`src/rtl/instr_sequencer_pkg.sv`:
```
// Shared types and constants for the instruction sequencer and its bench.
// Holds the sequencer state enum, instruction width and the cpu ISA opcode fields.
package instr_sequencer_pkg;

  localparam int INSTR_W = 16;

  typedef enum logic [2:0] {
    IDLE    = 3'd0,
    FETCH   = 3'd1,
    ISSUE   = 3'd2,
    WAITW   = 3'd3,
    ADVANCE = 3'd4,
    DONE    = 3'd5,
    ERR     = 3'd6
  } seq_state_t;

  // Instruction layout: {opcode[15:13], op[12:11], rn[10:8], rd[7:5], sh[4:3], rm[2:0]}
  localparam logic [2:0] OPC_MOV = 3'b110;
  localparam logic [2:0] OPC_ALU = 3'b101;

  localparam logic [1:0] MOV_REG = 2'b00;
  localparam logic [1:0] MOV_IMM = 2'b10;

  localparam logic [1:0] ALU_ADD = 2'b00;
  localparam logic [1:0] ALU_CMP = 2'b01;
  localparam logic [1:0] ALU_AND = 2'b10;
  localparam logic [1:0] ALU_MVN = 2'b11;

endpackage

```
`src/rtl/seq_prog_mem.sv`:
```
// Program store for the sequencer: DEPTH x INSTR_W words, synchronous write,
// combinational read. Contents are not reset.
module seq_prog_mem
  import instr_sequencer_pkg::*;
#(
  parameter int ADDR_W = 4
) (
  input  logic               clk,
  input  logic               we,
  input  logic [ADDR_W-1:0]  waddr,
  input  logic [INSTR_W-1:0] wdata,
  input  logic [ADDR_W-1:0]  raddr,
  output logic [INSTR_W-1:0] rdata
);

  localparam int DEPTH = 2 ** ADDR_W;

  logic [INSTR_W-1:0] mem [DEPTH];

  always_ff @(posedge clk) begin
    if (we) mem[waddr] <= wdata;
  end

  assign rdata = mem[raddr];

endmodule

```
`src/rtl/instr_sequencer.sv`:
```
// Feeds a stored program to the cpu one instruction at a time, using cpu_w as the
// completion handshake. Define SEQ_TIMEOUT_EN to add the cpu_w timeout and ERR state.
//
// Handshake: an instruction is presented with cpu_load for one cycle, then cpu_s is
// held high until cpu_w is sampled low (cpu accepted); the sequencer then waits for
// cpu_w to be sampled high (cpu finished) before moving to the next instruction.
module instr_sequencer
  import instr_sequencer_pkg::*;
#(
  parameter int ADDR_W  = 4,
  parameter int TIMEOUT = 64
) (
  input  logic               clk,
  input  logic               reset,
  input  logic               prog_we,
  input  logic [ADDR_W-1:0]  prog_addr,
  input  logic [INSTR_W-1:0] prog_data,
  input  logic [ADDR_W:0]    prog_len,
  input  logic               start,
  input  logic               cpu_w,
  output logic [INSTR_W-1:0] cpu_in,
  output logic               cpu_load,
  output logic               cpu_s,
  output logic [ADDR_W-1:0]  pc,
  output logic               busy,
  output logic               done,
  output logic               err,
  output seq_state_t         state
);

  seq_state_t         state_n;
  logic [ADDR_W-1:0]  pc_n;
  logic [ADDR_W:0]    len, len_n;
  // Instructions completed so far; separate from pc so runs longer than DEPTH terminate.
  logic [ADDR_W:0]    issued, issued_n;
  logic [INSTR_W-1:0] cpu_in_n;
  logic               cpu_load_n, cpu_s_n, busy_n, done_n;
  logic [ADDR_W-1:0]  rd_addr;
  logic [INSTR_W-1:0] rd_data;
  logic               mem_we;

  assign mem_we  = prog_we && ((state == IDLE) || (state == DONE));
  // Every entry into FETCH comes from start (address 0) or from ADVANCE (pc + 1).
  assign rd_addr = (state == ADVANCE) ? pc + 1'b1 : '0;

  seq_prog_mem #(.ADDR_W(ADDR_W)) u_mem (
    .clk   (clk),
    .we    (mem_we),
    .waddr (prog_addr),
    .wdata (prog_data),
    .raddr (rd_addr),
    .rdata (rd_data)
  );

`ifdef SEQ_TIMEOUT_EN
  localparam int TCNT_W = $clog2(TIMEOUT + 1);
  logic [TCNT_W-1:0] tcnt, tcnt_n;
  logic              err_n;
`else
  assign err = 1'b0;
`endif

  always_comb begin
    state_n    = state;
    pc_n       = pc;
    len_n      = len;
    issued_n   = issued;
    cpu_in_n   = cpu_in;
    cpu_load_n = 1'b0;
    cpu_s_n    = cpu_s;
    busy_n     = busy;
    done_n     = done;
`ifdef SEQ_TIMEOUT_EN
    tcnt_n     = tcnt;
    err_n      = err;
`endif
    case (state)
      IDLE, DONE: begin
        if (start) begin
          len_n    = prog_len;
          pc_n     = '0;
          issued_n = '0;
          if (prog_len == '0) begin
            state_n = DONE;
            busy_n  = 1'b0;
            done_n  = 1'b1;
          end else begin
            state_n    = FETCH;
            busy_n     = 1'b1;
            done_n     = 1'b0;
            cpu_load_n = 1'b1;
            cpu_in_n   = rd_data;
          end
        end
      end
      FETCH: begin
        state_n = ISSUE;
        cpu_s_n = 1'b1;
`ifdef SEQ_TIMEOUT_EN
        tcnt_n  = '0;
`endif
      end
      ISSUE: begin
        if (!cpu_w) begin
          state_n = WAITW;
          cpu_s_n = 1'b0;
        end
      end
      WAITW: begin
        if (cpu_w) state_n = ADVANCE;
      end
      ADVANCE: begin
        if (issued + 1'b1 == len) begin
          state_n = DONE;
          busy_n  = 1'b0;
          done_n  = 1'b1;
        end else begin
          state_n    = FETCH;
          pc_n       = pc + 1'b1;
          issued_n   = issued + 1'b1;
          cpu_load_n = 1'b1;
          cpu_in_n   = rd_data;
        end
      end
      default: state_n = state;
    endcase
`ifdef SEQ_TIMEOUT_EN
    // Timeout overrides any handshake progress made on the same cycle.
    if ((state == ISSUE) || (state == WAITW)) begin
      if (tcnt == TCNT_W'(TIMEOUT - 1)) begin
        state_n = ERR;
        err_n   = 1'b1;
        busy_n  = 1'b0;
        cpu_s_n = 1'b0;
      end else begin
        tcnt_n = tcnt + 1'b1;
      end
    end
`endif
  end

  always_ff @(posedge clk) begin
    if (reset) begin
      state    <= IDLE;
      pc       <= '0;
      len      <= '0;
      issued   <= '0;
      cpu_in   <= '0;
      cpu_load <= 1'b0;
      cpu_s    <= 1'b0;
      busy     <= 1'b0;
      done     <= 1'b0;
    end else begin
      state    <= state_n;
      pc       <= pc_n;
      len      <= len_n;
      issued   <= issued_n;
      cpu_in   <= cpu_in_n;
      cpu_load <= cpu_load_n;
      cpu_s    <= cpu_s_n;
      busy     <= busy_n;
      done     <= done_n;
    end
  end

`ifdef SEQ_TIMEOUT_EN
  always_ff @(posedge clk) begin
    if (reset) begin
      tcnt <= '0;
      err  <= 1'b0;
    end else begin
      tcnt <= tcnt_n;
      err  <= err_n;
    end
  end
`endif

endmodule

```
`config.mk`:
```
export PLATFORM = sky130hd
export DESIGN_NAME = instr_sequencer
export DESIGN_NICKNAME = d
export VERILOG_FILES = /design/src/rtl/instr_sequencer_pkg.sv /design/src/rtl/seq_prog_mem.sv /design/src/rtl/instr_sequencer.sv
export SDC_FILE = /design/constraint.sdc
export NUM_CORES = 1
export LEC_CHECK = 0
export ABC_AREA = 1
export ABC_CLOCK_PERIOD_IN_PS = 3500
export CAP_MARGIN = 20
export CORE_MARGIN = 10
export CORE_UTILIZATION = 45
export CTS_BUF_LIST = sky130_fd_sc_hd__clkbuf_8
export DETAILED_ROUTE_END_ITERATION = 8
export PLACE_DENSITY = 0.59
export SYNTH_ARGS = -nofsm -noshare
export SYNTH_HDL_FRONTEND = slang
export SYNTH_SLANG_ARGS = --single-unit
```
`constraint.sdc`:
```
create_clock -name clk -period 3.5 [get_ports clk]
set_input_delay 0.35 -clock clk [delete_from_list [all_inputs] [get_ports clk]]
set_output_delay 0.35 -clock clk [all_outputs]
set_load 0.03 [all_outputs]
```
==> Word-level counts from Yosys, hierarchy flattened <==
Memories as Yosys holds them, arrays and structs flattened.
Cells that the tools add are included.
{ "word_totals": {"n_memories": 1, "in_bits": 30, "mem_bits_rw": 256, "out_inout_bits": 28, "register_bits": 37, "latch_bits": 0, "elab_cells": 70, "mem_bits_ro": 0} }
{ "classes": {"bitwise": 0, "mul": 0, "n_lt_le_gt_ge": 0, "n_eq_ne": 12, "shift": 0, "mux": 32, "n_div": 0, "n_addsub": 2, "reduce_logical": 14} }
{ "mem_list": {"columns": ["name", "words", "width", "read_ports", "rd_ports_with_merged_regs", "write_ports", "line", "source"], "rows": [
  ["u_mem.mem", 16, 16, 1, 0, 1, "seq_prog_mem.sv:18", "logic [INSTR_W-1:0] mem [DEPTH];"]
]} }
{ "op_table": {"columns": ["operator", "n"], "rows": [
  ["two-way mux 16 bit", 3],
  ["case mux 16 bit (2 select lines)", 1],
  ["two-way mux 3 bit", 5],
  ["case mux 3 bit (5 select lines)", 1],
  ["two-way mux 4 bit", 3],
  ["two-way mux 1 bit", 11],
  ["two-way mux 5 bit", 2],
  ["!= test 2 bit, second input constant", 5],
  ["case mux 5 bit (2 select lines)", 1],
  ["case mux 1 bit (2 select lines)", 4],
  ["case mux 4 bit (2 select lines)", 1],
  ["AND reduction 4 bit", 2],
  ["equality test 3 x 2 -> 1 bit, second input constant", 2],
  ["equality test 3 bit, second input constant", 2],
  ["AND reduction 3 bit", 2],
  ["adder 5 x 1 -> 5 bit, second input constant", 1],
  ["equality test 5 bit", 1],
  ["zero test 5 bit", 1],
  ["nonzero test 5 bit", 1],
  ["adder 4 x 1 -> 4 bit, second input constant", 1],
  ["AND reduction 2 bit", 2],
  ["nonzero test 2 bit", 2],
  ["equality test 3 x 1 -> 1 bit, second input constant", 1],
  ["zero test 3 bit", 1],
  ["other kinds (4)", 4]
]} }

==> Logic depth before layout (Yosys ltp) <==
Gate-level depths: netlist (run 1).
An unclocked memory read counts as a cell.
{ "logic_depth": {"depth_word": 6, "mapped_depth": 13, "ltp_nobuf": 12} }

==> Cells and area by module <==
Synthesis (run 1) repeated with hierarchy kept, for this count alone.
{ "hier_totals": {"hier_cells": 1305, "area_unflattened_um2": 12886.1} }
{ "by_module_without_submodules": {"columns": ["mod", "seq_area_each_um2", "n_inst", "cells_per_inst", "area_each_um2"], "rows": [
  ["seq_prog_mem", 7687.4, 1, 1058, 11060.6],
  ["instr_sequencer", 740.7, 1, 247, 1825.5]
]} }

==> Worst setup path before layout (run 1) <==
No wires, ideal clock.
{ "synth_timing": {"path_type": "reg2reg", "from": "register state[2]", "to": "memory u_mem.mem[0][0] (enable)", "synth_period_minus_slack_ns": 2.548, "arrival_ns": 2.159, "setup_slack_ns": 0.952, "path_stages_with_launch": 10, "setup_ns": 0.388, "n_path_buf": 1, "required_ns": 3.112, "path_cell_list": "dfxtp_1 > buf_4 > inv_1 > nand2_1 > nand2_1 > nor2_1 > inv_2 > nor2_1 > nand3_1 > nor2_1"} }
{ "synth_between": {"elab_chain_len": 5, "word_cells_on_any_way": 6, "cone_classes": "1 x eq/ne; 2 x mux; 3 x reduce/logical"} }
{ "synth_lines": {"columns": ["item", "line", "source"], "rows": [
  ["start: declaration", "instr_sequencer.sv:28", "output seq_state_t state"],
  ["start signal: assignment", "instr_sequencer.sv:154", "state <= state_n;"],
  ["equality test 3 bit or zero test 3 bit (tied branches)", "instr_sequencer.sv:42", "assign mem_we = prog_we && ((state == IDLE) || (state == DONE));"],
  ["logical OR 1 bit (*)", "instr_sequencer.sv:42", null],
  ["logical AND 1 bit (*)", "instr_sequencer.sv:42", null],
  ["two-way mux 1 bit (*)", "seq_prog_mem.sv:21", "if (we) mem[waddr] <= wdata;"],
  ["two-way mux 1 bit (not written as such) (*)", "seq_prog_mem.sv:21", null],
  ["end: declaration", "seq_prog_mem.sv:18", null]
]} }
Every way passes the cells marked *; elsewhere a longest branch is shown, timed or not.

==> Worst setup path in the final report (run 1) <==
{ "layout_timing": {"from": "register state[2]", "to": "memory u_mem.mem[15][0] (enable)"} }
Same word-level chain as after synthesis.

==> results of run 1 <==
flip-flops by register name, indices dropped and copies added, names as in the netlist:
register,flops
u_mem.mem,256
cpu_in,16
issued,5
len,5
pc,4
state,3
busy,1
cpu_load,1
cpu_s,1
done,1
layer usage:
layer,track usage,share of wire
met4,0.04945,0.014
met1,0.2676,0.46
met3,0.03988,0.081
met2,0.2903,0.45
met5,0,0
power by group through the flow:
stage / registers (µW) / logic, µW / clock network (µW)
2_1_floorplan: 4350 / 1450 / 0
3_3_place_gp: 4190 / 2420 / 0
3_5_place_dp: 4190 / 2430 / 0
4_1_cts: 4120 / 2440 / 2960
5_1_grt: 4150 / 2670 / 3140
6_report: 4120 / 2430 / 2910
worst max-delay path, stage by stage (launching register included):
cell and delay (ns):
dfxtp_2 0.49, inv_1 0.12, nand2_1 0.10, nand2_1 0.07, nor2_1 0.15, inv_2 0.08
nor2_1 0.35, nand3_1 0.29, nor2_2 0.51, buf_4 0.27
per-stage QoR:
stage	total power, µW	utilization	cells	worst slack (ns)
after floorplan	5799	-	1284	0.9523
after global placement	6606	0.4981	1682	0.8692
after detailed placement	6620	0.4981	1682	0.8612
after CTS	9524	0.5320	1774	0.8215
after global routing	9957	0.5320	1774	0.5555
final	9463	0.5320	1774	0.7601
cell type report:
| class | instances | area (µm²) | share of cell area |
|---|---|---|---|
| Clock buffer | 57 | 784.5 | 0.05264 |
| Clock inverter | 35 | 166.4 | 0.01117 |
| Inverter | 147 | 554.3 | 0.03720 |
| Multi-Input combinational cell | 772 | 3613 | 0.2425 |
| Sequential cell | 293 | 8429 | 0.5657 |
| Tap cell | 378 | 473.0 | 0.03174 |
| Timing Repair Buffer | 92 | 880.8 | 0.05911 |
cell families after synthesis:
family | synth area share
AO/OA/AOI/OAI | 0.01806
adder cells (fa/ha/maj) | 0.001942
buffers and inverters | 0.06914
flip-flops | 0.6541
other | 0.0002910
AND/OR/NAND/NOR | 0.2565
cells in the mapped netlist:
| library cell | count |
|---|---|
| or2_2 | 16 |
| buf_1 | 4 |
| nand2_2 | 2 |
| a211oi_1 | 1 |
| inv_2 | 4 |
| nand2_4 | 1 |
| nand4_1 | 69 |
| ha_1 | 2 |
| dfxtp_1 | 37 |
| o21ai_0 | 22 |
| nand3b_1 | 18 |
| a21boi_4 | 1 |
| nor2_2 | 1 |
| nor3_1 | 3 |
| nand2_1 | 272 |
| o2111ai_1 | 1 |
| buf_6 | 1 |
| nand3_1 | 176 |
| buf_4 | 8 |
| a21oi_1 | 16 |
| o31ai_1 | 1 |
| clkbuf_1 | 34 |
| conb_1 | 1 |
| nor2_1 | 162 |
| nor2_4 | 4 |
| nand3_2 | 2 |
| inv_1 | 143 |
| edfxtp_1 | 256 |
| buf_2 | 25 |
| nand3_4 | 1 |
how the worst max path moves through the flow:
stage	from	to	slack, ns	depth (start not counted)
4_1_cts	state[2]	u_mem.mem[15][0]	0.82	9
6_report	state[2]	u_mem.mem[15][0]	0.76	9
5_1_grt	state[2]	u_mem.mem[8][6]	0.56	9
2_1_floorplan	state[2]	u_mem.mem[0][0]	0.95	9
3_3_place_gp	state[2]	u_mem.mem[1][11]	0.87	9
3_5_place_dp	state[2]	u_mem.mem[8][6]	0.86	9
==> impl_metrics.prom, run 1 <==
# TYPE chip_impl_metric gauge
chip_impl_info{name="outcome",value="completed"} 1
chip_impl_metric{name="reg2reg_depth",unit=""} 9
chip_impl_metric{name="antenna_found_initial",unit=""} 0
chip_impl_metric{name="crit_path_max_fanout",unit=""} 11
chip_impl_metric{name="maximum_number_of_pins_on_one_net_before_global_route_repair",unit=""} 130
chip_impl_info{name="holdCritPathClass",value="in2reg"} 1
chip_impl_metric{name="cts_num_sinks",unit=""} 293
chip_impl_metric{name="period_share",unit=""} 0.7828
chip_impl_metric{name="vdd_ir_drop_max",unit="V"} 0.0002952
chip_impl_metric{name="yosys_warnings",unit=""} 0
chip_impl_metric{name="post_cts_buffers",unit=""} 0
chip_impl_metric{name="drt_drc_violations_left",unit=""} 0
chip_impl_metric{name="pwr-share-clk",unit=""} 0.307
chip_impl_metric{name="area_growth",unit="%"} 15.65
chip_impl_metric{name="route.final.wire_length",unit="µm"} 34200
chip_impl_metric{name="portBuffers",unit=""} 56
chip_impl_metric{name="final_nets",unit=""} 1388
chip_impl_metric{name="num_rows",unit=""} 61
chip_impl_metric{name="power_switching_share",unit=""} 0.3359
chip_impl_metric{name="dp.final_hpwl",unit="µm"} 20300
chip_impl_metric{name="hold_slack",unit="ns"} 0.4218
chip_impl_metric{name="post_synth_instance_area",unit="µm²"} 12880
chip_impl_metric{name="share_seq_of_total_power",unit=""} 0.436
chip_impl_info{name="path_class",value="reg2reg"} 1
chip_impl_metric{name="layout.cell_area.non_filler",unit="µm²"} 14900
chip_impl_metric{name="post_synth.cell_area_avg",unit="µm²"} 10.03
chip_impl_metric{name="internal_power",unit="µW"} 6285
chip_impl_metric{name="core_area",unit="µm²"} 28010
chip_impl_metric{name="die_h",unit="µm"} 189.2
chip_impl_metric{name="drt_iter0_markers",unit=""} 782
chip_impl_metric{name="global_route.overflow_total",unit=""} 0
chip_impl_metric{name="slew_viol_final",unit=""} 0
chip_impl_info{name="cts_root_buf",value="clkbuf_8"} 1
chip_impl_metric{name="hold_viol",unit=""} 0
chip_impl_info{name="synthTopCellsByArea",value="edfxtp_1 (60%), nand2_1 (7.9%), nand3_1 (6.8%)"} 1
chip_impl_info{name="worst_hold_startpoint",value="prog_len[4]"} 1
chip_impl_metric{name="postSynthCellCount",unit=""} 1284
chip_impl_metric{name="antenna_cells_inserted",unit=""} 0
chip_impl_metric{name="cts_h_tree_lvls",unit=""} 2
chip_impl_metric{name="clk-insertion-delay-late",unit="ns"} 0.57
chip_impl_metric{name="drive_gt1_frac",unit=""} 0.1082
chip_impl_metric{name="seq_area_frac_synth",unit=""} 0.6541
chip_impl_metric{name="switching_power",unit="µW"} 3178
chip_impl_info{name="reg2reg_to",value="u_mem.mem[15][0]"} 1
chip_impl_metric{name="route.vias.total",unit=""} 9324
chip_impl_info{name="cp-end-kind",value="register"} 1
chip_impl_metric{name="path_clk_slew",unit="ns"} 0.06
chip_impl_metric{name="initial_utilization",unit=""} 0.4600
chip_impl_metric{name="route.detailed.wl_per_inst",unit="µm"} 19.28
chip_impl_metric{name="clock_skew",unit="ns"} 0.01624
chip_impl_info{name="tritoncts",value="done"} 1
chip_impl_metric{name="synth_seq_cells",unit=""} 293
chip_impl_metric{name="worst-r2r-setup-slack",unit="ns"} 0.76
chip_impl_metric{name="first_global_vias",unit=""} 8991
chip_impl_metric{name="maxCapViolations",unit=""} 0
chip_impl_metric{name="postPlaceCellArea",unit="µm²"} 13950
chip_impl_metric{name="globalplace.congestion",unit=""} 0.8524
chip_impl_info{name="startpoint_type",value="register"} 1
chip_impl_metric{name="grtUsageTotal",unit=""} 0.1894
chip_impl_metric{name="count_of_antenna_violating_nets_left_after_detailed_routing",unit=""} 0
chip_impl_info{name="mostFrequentLayoutCells",value="nand2_1 (272), edfxtp_1 (256), nand3_1 (176), inv_1 (161), nor2_1 (146)"} 1
chip_impl_metric{name="cts.repair.resized",unit=""} 0
chip_impl_metric{name="ys_types",unit=""} 30
chip_impl_metric{name="p_comb_frac",unit=""} 0.257
chip_impl_metric{name="grt_pass1_wl",unit="µm"} 53190
chip_impl_metric{name="yosysTopAreaCellShare",unit=""} 0.5966
chip_impl_metric{name="worst_pin_slew",unit="ns"} 0.9443
chip_impl_info{name="layout.cells.most_common",value="nand2_1"} 1
chip_impl_metric{name="max_slew_margin",unit=""} 0.3705
chip_impl_metric{name="final-setup-viol-count",unit=""} 0
chip_impl_metric{name="min_period",unit="ns"} 2.740
chip_impl_metric{name="p_per_cell_area",unit="nW/µm²"} 635.0
chip_impl_metric{name="max-clock-path-buffers",unit=""} 3
chip_impl_metric{name="lkg_pwr",unit="µW"} 0.006038
chip_impl_metric{name="cts.hold.buffers_added",unit=""} 0
chip_impl_metric{name="timing.critical_path.required",unit="ns"} 3.76
chip_impl_metric{name="sum_of_negative_setup_slack",unit="ns"} 0
chip_impl_metric{name="syn_nets",unit=""} 1316
chip_impl_metric{name="achievable-frequency",unit="GHz"} 0.3650
chip_impl_metric{name="drt_first_pass_iters",unit=""} 6
chip_impl_info{name="worstHoldEndpoint",value="len[4]"} 1
chip_impl_metric{name="overall_die_width",unit="µm"} 189.2
chip_impl_metric{name="routed_via_density",unit=""} 5.256
chip_impl_metric{name="io_pins",unit=""} 58
chip_impl_metric{name="cts_made_buffers",unit=""} 50
chip_impl_metric{name="critPathArrivalTime",unit="ns"} 3.00
chip_impl_info{name="grt_setup_unrepaired",value="no"} 1
chip_impl_info{name="reg2reg_from",value="state[2]"} 1
chip_impl_metric{name="n_fill_cell",unit=""} 2560
chip_impl_info{name="yosys.area.top_type",value="edfxtp_1"} 1
chip_impl_metric{name="timing.hold.worst_path_depth",unit=""} 3
chip_impl_metric{name="die_area",unit="µm²"} 35800
Power figures use the tool's default switching activity.
==> run 2: changes to the inputs <==
--- a/config.mk
+++ b/config.mk
@@ -6,13 +6,13 @@
 export NUM_CORES = 1
 export LEC_CHECK = 0
 export ABC_AREA = 1
-export ABC_CLOCK_PERIOD_IN_PS = 3500
+export ABC_CLOCK_PERIOD_IN_PS = 2250
 export CAP_MARGIN = 20
 export CORE_MARGIN = 10
 export CORE_UTILIZATION = 45
 export CTS_BUF_LIST = sky130_fd_sc_hd__clkbuf_8
 export DETAILED_ROUTE_END_ITERATION = 8
-export PLACE_DENSITY = 0.59
+export PLACE_DENSITY = 0.62
 export SYNTH_ARGS = -nofsm -noshare
 export SYNTH_HDL_FRONTEND = slang
 export SYNTH_SLANG_ARGS = --single-unit
==> constraint.sdc (replaced) <==
create_clock -name clk -period 2.25 [get_ports clk]
set_input_delay 0.225 -clock clk [delete_from_list [all_inputs] [get_ports clk]]
set_output_delay 0.225 -clock clk [all_outputs]
set_load 0.03 [all_outputs]
==> run 2 against run 1 <==
Worst hold slack got worse by 0.11 ns; wire length decreased by 4.2%; die area is the same; combinational power rose by 67%; largest cell class unchanged; core utilization grew 1.0 points; setup slack got worse by 0.58 ns.
==> impl_metrics.prom, run 2 (synthesis results as in run 1) <==
# TYPE chip_impl_metric gauge
chip_impl_metric{name="cts_num_sinks",unit=""} 293
chip_impl_metric{name="globalRouteMet2Util",unit=""} 0.2841
chip_impl_metric{name="overall_die_width",unit="µm"} 189.2
chip_impl_metric{name="worst-r2r-setup-slack",unit="ns"} 0.18
chip_impl_metric{name="count_of_antenna_violating_nets_left_after_detailed_routing",unit=""} 0
chip_impl_metric{name="global_route.overflow_total",unit=""} 0
chip_impl_metric{name="area_growth",unit="%"} 17.93
chip_impl_metric{name="grtUsageTotal",unit=""} 0.1787
chip_impl_metric{name="critPathArrivalTime",unit="ns"} 2.34
chip_impl_metric{name="timing.critical_path.slowest_cell_delay",unit="ns"} 0.33
chip_impl_info{name="cp-end-kind",value="register"} 1
chip_impl_metric{name="antenna_cells_inserted",unit=""} 0
chip_impl_metric{name="grt_pass1_wl",unit="µm"} 50670
chip_impl_metric{name="route.final.wire_length",unit="µm"} 32750
chip_impl_metric{name="drive_gt1_frac",unit=""} 0.1188
chip_impl_info{name="startpoint_type",value="register"} 1
chip_impl_metric{name="path_clk_slew",unit="ns"} 0.06
chip_impl_metric{name="globalplace.congestion",unit=""} 0.8329
chip_impl_metric{name="switching_power",unit="µW"} 4949
chip_impl_metric{name="p_comb_frac",unit=""} 0.275
chip_impl_info{name="worst_hold_startpoint",value="prog_len[4]"} 1
chip_impl_info{name="mostFrequentLayoutCells",value="nand2_1 (272), edfxtp_1 (256), nand3_1 (176), inv_1 (157), nor2_1 (146)"} 1
chip_impl_metric{name="place_inst",unit=""} 1698
chip_impl_metric{name="postPlaceCellArea",unit="µm²"} 14280
chip_impl_metric{name="io_pins",unit=""} 58
chip_impl_metric{name="cts_made_buffers",unit=""} 49
chip_impl_metric{name="layout.cell_area.non_filler",unit="µm²"} 15190
chip_impl_metric{name="clock_skew",unit="ns"} 0.01646
chip_impl_metric{name="grt_met3_use",unit=""} 0.03234
chip_impl_metric{name="max_slew_margin",unit=""} 0.4882
chip_impl_metric{name="period_share",unit=""} 0.9191
chip_impl_metric{name="cts_h_tree_lvls",unit=""} 2
chip_impl_metric{name="achievable-frequency",unit="GHz"} 0.4836
chip_impl_metric{name="hold_viol",unit=""} 0
chip_impl_metric{name="routed_via_density",unit=""} 5.247
chip_impl_metric{name="initial_utilization",unit=""} 0.4600
chip_impl_metric{name="pwr-share-clk",unit=""} 0.293
chip_impl_metric{name="maximum_number_of_pins_on_one_net_before_global_route_repair",unit=""} 66
chip_impl_info{name="grt_setup_unrepaired",value="yes"} 1
chip_impl_metric{name="crit_path_max_fanout",unit=""} 13
chip_impl_metric{name="share_seq_of_total_power",unit=""} 0.432
chip_impl_info{name="crit_slowest_cell",value="dfxtp_1"} 1
chip_impl_metric{name="route.vias.total",unit=""} 9360
chip_impl_metric{name="worst_pin_slew",unit="ns"} 0.7653
chip_impl_metric{name="p_per_cell_area",unit="nW/µm²"} 971.9
chip_impl_metric{name="totalPowerFinal",unit="µW"} 14770
chip_impl_metric{name="clk-insertion-delay-late",unit="ns"} 0.56
chip_impl_metric{name="route.detailed.wl_per_inst",unit="µm"} 18.36
chip_impl_metric{name="drt_drc_violations_left",unit=""} 0
chip_impl_metric{name="min_period",unit="ns"} 2.068
chip_impl_metric{name="reg2reg_depth",unit=""} 10
chip_impl_metric{name="largest_register_ffs",unit=""} 256
chip_impl_info{name="critPathTopFamily",value="simple AND/OR/NAND/NOR gates"} 1
chip_impl_info{name="reg2reg_to",value="u_mem.mem[7][9]"} 1
chip_impl_info{name="worstPathCellList",value="buf_4, inv_1, nand2_1, nor2_1, inv_2, nor2_1, buf_4, nand3_1, nor2_2, buf_12"} 1
chip_impl_metric{name="vdd_ir_drop_max",unit="V"} 0.0004817
chip_impl_metric{name="lkg_pwr",unit="µW"} 0.006137
chip_impl_metric{name="final_nets",unit=""} 1404
chip_impl_metric{name="max-clock-path-buffers",unit=""} 3
chip_impl_info{name="holdCritPathClass",value="in2reg"} 1
chip_impl_info{name="outcome",value="completed"} 1
chip_impl_metric{name="die_h",unit="µm"} 189.2
chip_impl_metric{name="cp_num_buf_inv",unit=""} 5
chip_impl_metric{name="final-setup-viol-count",unit=""} 0
chip_impl_info{name="cts_root_buf",value="clkbuf_8"} 1
chip_impl_info{name="layout.cells.most_common",value="nand2_1"} 1
chip_impl_metric{name="core_area",unit="µm²"} 28010
chip_impl_info{name="worstHoldEndpoint",value="len[4]"} 1
chip_impl_metric{name="timing.hold.worst_path_depth",unit=""} 3
chip_impl_metric{name="groute.layer.met1.usage",unit=""} 0.2468
chip_impl_metric{name="internal_power",unit="µW"} 9818
chip_impl_metric{name="drt_first_pass_iters",unit=""} 6
chip_impl_info{name="path_class",value="reg2reg"} 1
chip_impl_metric{name="drt_iter0_markers",unit=""} 854
chip_impl_metric{name="maxCapViolations",unit=""} 0
chip_impl_info{name="grt_busiest_layer",value="met2"} 1
chip_impl_metric{name="die_area",unit="µm²"} 35800
chip_impl_metric{name="antenna_found_initial",unit=""} 0
chip_impl_metric{name="first_global_vias",unit=""} 8955
chip_impl_metric{name="cts.hold.buffers_added",unit=""} 0
chip_impl_metric{name="final-instance-count-excl-fill",unit=""} 1784
chip_impl_metric{name="slew_viol_final",unit=""} 0
chip_impl_metric{name="portBuffers",unit=""} 56
chip_impl_metric{name="num_rows",unit=""} 61
chip_impl_metric{name="power_switching_share",unit=""} 0.3352
chip_impl_metric{name="dp.final_hpwl",unit="µm"} 20330
chip_impl_metric{name="timing.critical_path.required",unit="ns"} 2.52
chip_impl_info{name="top_register",value="u_mem.mem"} 1
chip_impl_info{name="tritoncts",value="done"} 1
chip_impl_info{name="top_regs",value="u_mem.mem x256, cpu_in x16"} 1
chip_impl_info{name="reg2reg_from",value="state[1]"} 1
## run 2: stage by stage
| step | hold WS, ns | setup TNS, ns | setup slack (ns) | utilization |
|---|---|---|---|---|
| finish | 0.3124 | 0 | 0.1820 | 0.5425 |
| global route | 0.3278 | -0.01334 | -0.005218 | 0.5425 |
| CTS | 0.2838 | 0 | 0.1033 | 0.5417 |
| detailed placement | 0.4632 | 0 | 0.1013 | 0.5099 |
| global placement | 0.4521 | 0 | 0.1566 | 0.5099 |
| floorplan | 0.2941 | -28.37 | -0.1108 | - |
## run 2: repair_timing
action,4_1_cts,5_1_grt
endpoints found under the setup margin,0,276
setup buffers,0,1
gates resized for setup,0,2
## run 2: metal layers
layer / routed length (µm) / up-vias
met2: 15160 / 309
met4: 481 / 0
met3: 2190 / 42
li1: - / 4514
met5: 0 / -
met1: 14920 / 4495
## run 2: final cells by class
cell class                      count  area, µm²
Fill cell                        2513      12820
Sequential cell                   293       8432
Multi-Input combinational cell    772       3613
Timing Repair Buffer              109       1234
Clock buffer                       52      715.7
Inverter                          147      554.3
Tap cell                          378      473.0
Clock inverter                     33      172.7
## run 2: tightest hold or removal path: cells and delay by family
family | cells | cell delay, ns
buffers and inverters | 1 | 0.43
AND/OR/NAND/NOR | 2 | 0.16
## run 2: worst max path at each step
stage	start	to	slack, ns	cells past startpoint
after floorplan	state[2]	u_mem.mem[0][0]	-0.11	9
after global placement	state[0]	u_mem.mem[3][4]	0.16	10
after detailed placement	state[0]	u_mem.mem[7][9]	0.10	10
after CTS	state[0]	u_mem.mem[7][14]	0.10	10
after global routing	state[1]	u_mem.mem[9][5]	-0.005	10
final	state[1]	u_mem.mem[7][9]	0.18	10
## run 2: power by group through the flow
stage                     Clock [µW]  Sequential, µW  Combinational (µW)
final                           4320            6380                4070
after global routing            4670            6420                4460
after CTS                       4420            6380                4040
after detailed placement           0            6490                4020
after global placement             0            6480                4010
after floorplan                    0            6760                2260
==> run 3: changes to the inputs <==
--- a/config.mk
+++ b/config.mk
@@ -12,7 +12,8 @@
 export CORE_UTILIZATION = 45
 export CTS_BUF_LIST = sky130_fd_sc_hd__clkbuf_8
 export DETAILED_ROUTE_END_ITERATION = 8
-export PLACE_DENSITY = 0.62
+export DONT_BUFFER_PORTS = 1
+export PLACE_DENSITY = 0.59
 export SYNTH_ARGS = -nofsm -noshare
 export SYNTH_HDL_FRONTEND = slang
 export SYNTH_SLANG_ARGS = --single-unit
==> run 3 against run 2 <==
Cell area fell by 1.3%; core utilization fell by 0.69 points; global-route usage is 1.4 points higher; sequential power is 4.4% higher; combinational power fell by 14%; worst hold slack worse by 0.27 ns; register-to-register slack is essentially flat; fmax increased by 0.20%; power decreased by 0.14%; flip-flop and latch count is the same; setup slack better by 0.0041 ns; clock skew up 0.0012 ns.
==> impl_metrics.prom, run 3 (synthesis results as in run 1) <==
# TYPE chip_impl_metric gauge
chip_impl_info{name="outcome",value="completed"} 1
chip_impl_metric{name="hold_viol",unit=""} 0
chip_impl_metric{name="power_switching_share",unit=""} 0.3413
chip_impl_metric{name="grtUsageTotal",unit=""} 0.1926
chip_impl_metric{name="max_slew_margin",unit=""} 0.3175
chip_impl_metric{name="crit_path_max_fanout",unit=""} 16
chip_impl_info{name="reg2reg_from",value="state[2]"} 1
chip_impl_info{name="holdCritPathClass",value="in2reg"} 1
chip_impl_info{name="top_regs",value="u_mem.mem x256, cpu_in x16"} 1
chip_impl_metric{name="route.final.wire_length",unit="µm"} 34850
chip_impl_info{name="cts_root_buf",value="clkbuf_8"} 1
chip_impl_metric{name="drt_iter0_markers",unit=""} 674
chip_impl_metric{name="portBuffers",unit=""} 0
chip_impl_metric{name="switching_power",unit="µW"} 5034
chip_impl_info{name="startpoint_type",value="register"} 1
chip_impl_info{name="worst_hold_startpoint",value="start"} 1
chip_impl_info{name="path_class",value="reg2reg"} 1
chip_impl_metric{name="maximum_number_of_pins_on_one_net_before_global_route_repair",unit=""} 65
chip_impl_metric{name="routed_via_density",unit=""} 5.200
chip_impl_info{name="worstHoldEndpoint",value="len[2]"} 1
chip_impl_metric{name="overall_die_width",unit="µm"} 189.2
chip_impl_metric{name="max-clock-path-buffers",unit=""} 3
chip_impl_metric{name="drive_gt1_frac",unit=""} 0.1269
chip_impl_metric{name="global_route.overflow_total",unit=""} 0
chip_impl_metric{name="p_per_cell_area",unit="nW/µm²"} 983.1
chip_impl_metric{name="layout.cell_area.non_filler",unit="µm²"} 15000
chip_impl_metric{name="vdd_ir_drop_max",unit="V"} 0.0004758
chip_impl_metric{name="worst_pin_slew",unit="ns"} 1.020
chip_impl_metric{name="clock_skew",unit="ns"} 0.01762
chip_impl_metric{name="share_seq_of_total_power",unit=""} 0.452
chip_impl_metric{name="dp.final_hpwl",unit="µm"} 21720
chip_impl_info{name="top_register",value="u_mem.mem"} 1
chip_impl_metric{name="p_comb_frac",unit=""} 0.239
chip_impl_metric{name="timing.critical_path.slowest_cell_delay",unit="ns"} 0.41
chip_impl_metric{name="path_clk_slew",unit="ns"} 0.06
chip_impl_metric{name="internal_power",unit="µW"} 9713
chip_impl_metric{name="reg2reg_depth",unit=""} 11
chip_impl_metric{name="achievable-frequency",unit="GHz"} 0.4845
chip_impl_info{name="worstPathCellList",value="inv_1, nand2_1, nand2_1, nor2_1, inv_2, nor2_2, buf_4, nand3_1, buf_4, nor2_2, buf_12"} 1
chip_impl_metric{name="cts_made_buffers",unit=""} 50
chip_impl_metric{name="lkg_pwr",unit="µW"} 0.006090
chip_impl_info{name="layout.cells.most_common",value="nand2_1"} 1
chip_impl_metric{name="multiInputGateArea",unit="µm²"} 3618
chip_impl_metric{name="timing.critical_path.required",unit="ns"} 2.53
chip_impl_metric{name="min_period",unit="ns"} 2.064
chip_impl_metric{name="postPlaceCellArea",unit="µm²"} 13770
chip_impl_metric{name="maxCapViolations",unit=""} 0
chip_impl_metric{name="count_of_antenna_violating_nets_left_after_detailed_routing",unit=""} 0
chip_impl_metric{name="period_share",unit=""} 0.9173
chip_impl_metric{name="cts_num_sinks",unit=""} 293
chip_impl_metric{name="n_fill_cell",unit=""} 2511
chip_impl_metric{name="io_pins",unit=""} 58
chip_impl_info{name="tritoncts",value="done"} 1
chip_impl_metric{name="cts_h_tree_lvls",unit=""} 2
chip_impl_metric{name="timing.hold.worst_path_depth",unit=""} 4
chip_impl_metric{name="area_growth",unit="%"} 16.42
chip_impl_metric{name="clk-insertion-delay-late",unit="ns"} 0.59
chip_impl_metric{name="slew_viol_final",unit=""} 0
chip_impl_metric{name="first_global_vias",unit=""} 9001
chip_impl_metric{name="critPathArrivalTime",unit="ns"} 2.34
chip_impl_info{name="grt_setup_unrepaired",value="no"} 1
chip_impl_metric{name="grt_pass1_wl",unit="µm"} 53010
chip_impl_metric{name="ff_latch_area",unit="µm²"} 8433
chip_impl_metric{name="route.vias.total",unit=""} 9189
chip_impl_metric{name="core_area",unit="µm²"} 28010
chip_impl_metric{name="final-setup-viol-count",unit=""} 0
chip_impl_metric{name="totalPowerFinal",unit="µW"} 14750
chip_impl_info{name="crit_slowest_cell",value="dfxtp_4"} 1
chip_impl_metric{name="drt_drc_violations_left",unit=""} 0
chip_impl_metric{name="die_h",unit="µm"} 189.2
chip_impl_metric{name="route.detailed.wl_per_inst",unit="µm"} 19.72
chip_impl_metric{name="die_area",unit="µm²"} 35800
chip_impl_metric{name="drt_first_pass_iters",unit=""} 5
chip_impl_metric{name="initial_utilization",unit=""} 0.4600
chip_impl_metric{name="worst-r2r-setup-slack",unit="ns"} 0.19
chip_impl_info{name="mostFrequentLayoutCells",value="nand2_1 (272), edfxtp_1 (256), nand3_1 (174), inv_1 (165), nor2_1 (145)"} 1
chip_impl_metric{name="hold_slack",unit="ns"} 0.04392
chip_impl_metric{name="final_nets",unit=""} 1377
chip_impl_metric{name="antenna_found_initial",unit=""} 3
chip_impl_info{name="reg2reg_to",value="u_mem.mem[4][13]"} 1
chip_impl_metric{name="globalplace.congestion",unit=""} 0.8670
chip_impl_metric{name="pwr-share-clk",unit=""} 0.309
chip_impl_info{name="cp-end-kind",value="register"} 1
chip_impl_metric{name="largest_register_ffs",unit=""} 256
chip_impl_metric{name="num_rows",unit=""} 61
[run 3: cell types whose count changed in the layout (fill, tap and decap cells not counted), moves of 2 or more]
| cell | delta |
|---|---|
| nand3_1 | -2 |
| diode_2 | +2 |
| dfxtp_2 | -2 |
| clkbuf_8 | +4 |
| dlygate4sd3_1 | +23 |
| buf_4 | +4 |
| clkinv_2 | -4 |
| inv_1 | +8 |
| clkdlybuf4s50_1 | -56 |
| nand3_2 | +3 |
[run 3: per-layer routing]
layer	routed length [µm]	GRT usage	vias to the layer above
li1	-	-	4468
met1	15200	0.2538	4339
met2	16150	0.3081	314
met3	2577	0.04337	68
met4	919	0.06471	0
met5	0	0	-
[run 3: repair_timing]
item | 4_1_cts | 5_1_grt
setup buffers | 0 | 2
resized for setup | 1 | 4
endpoints found under the setup margin | 9 | 257
hold buffers | 23 | 0
hold endpoints to repair | 273 | 0
pin swaps | 0 | 1
[run 3: worst max-delay path: cells and delay by family (launching register included)]
kind                   cells  cell delay [ns]
buffers and inverters      5             0.69
flip-flops                 1             0.41
AND/OR/NAND/NOR            6             0.67
[run 3: area by class of cell]
| class | instances | area share |
|---|---|---|
| Clock inverter | 38 | 0.01285 |
| Antenna cell | 2 | 0.0003336 |
| Timing Repair Buffer | 81 | 0.06356 |
| Tap cell | 378 | 0.03153 |
| Clock buffer | 56 | 0.05138 |
| Inverter | 147 | 0.03695 |
| Sequential cell | 293 | 0.5622 |
| Multi-Input combinational cell | 772 | 0.2412 |
[run 3: stage by stage]
stage | cells | TNS (ns) | utilization | worst slack (ns)
4_1_cts | 1763 | 0 | 0.5344 | 0.009740
3_5_place_dp | 1646 | 0 | 0.4916 | 0.02590
5_1_grt | 1767 | 0 | 0.5355 | 0.03075
6_report | 1767 | 0 | 0.5355 | 0.1861
2_1_floorplan | 1284 | -28.37 | - | -0.1108
3_3_place_gp | 1646 | 0 | 0.4916 | 0.05803
[run 3: power groups by stage]
| stage | Sequential (µW) | Combinational (µW) | Clock [µW] |
|---|---|---|---|
| floorplan | 6760 | 2260 | 0 |
| global placement | 6770 | 3310 | 0 |
| detailed placement | 6780 | 3310 | 0 |
| CTS | 6670 | 3480 | 4670 |
| global route | 6710 | 3880 | 4940 |
| finish | 6660 | 3520 | 4560 |
[run 3: worst max path at each step]
stage / start / slack (ns) / cells past startpoint / to
after floorplan: state[2] / -0.11 / 9 / u_mem.mem[0][0]
after global placement: state[2] / 0.06 / 10 / u_mem.mem[15][9]
after detailed placement: state[2] / 0.03 / 10 / u_mem.mem[7][2]
after CTS: state[2] / 0.01 / 10 / u_mem.mem[14][8]
after global routing: issued[1] / 0.03 / 11 / cpu_in[6]
final: state[2] / 0.19 / 11 / u_mem.mem[4][13]
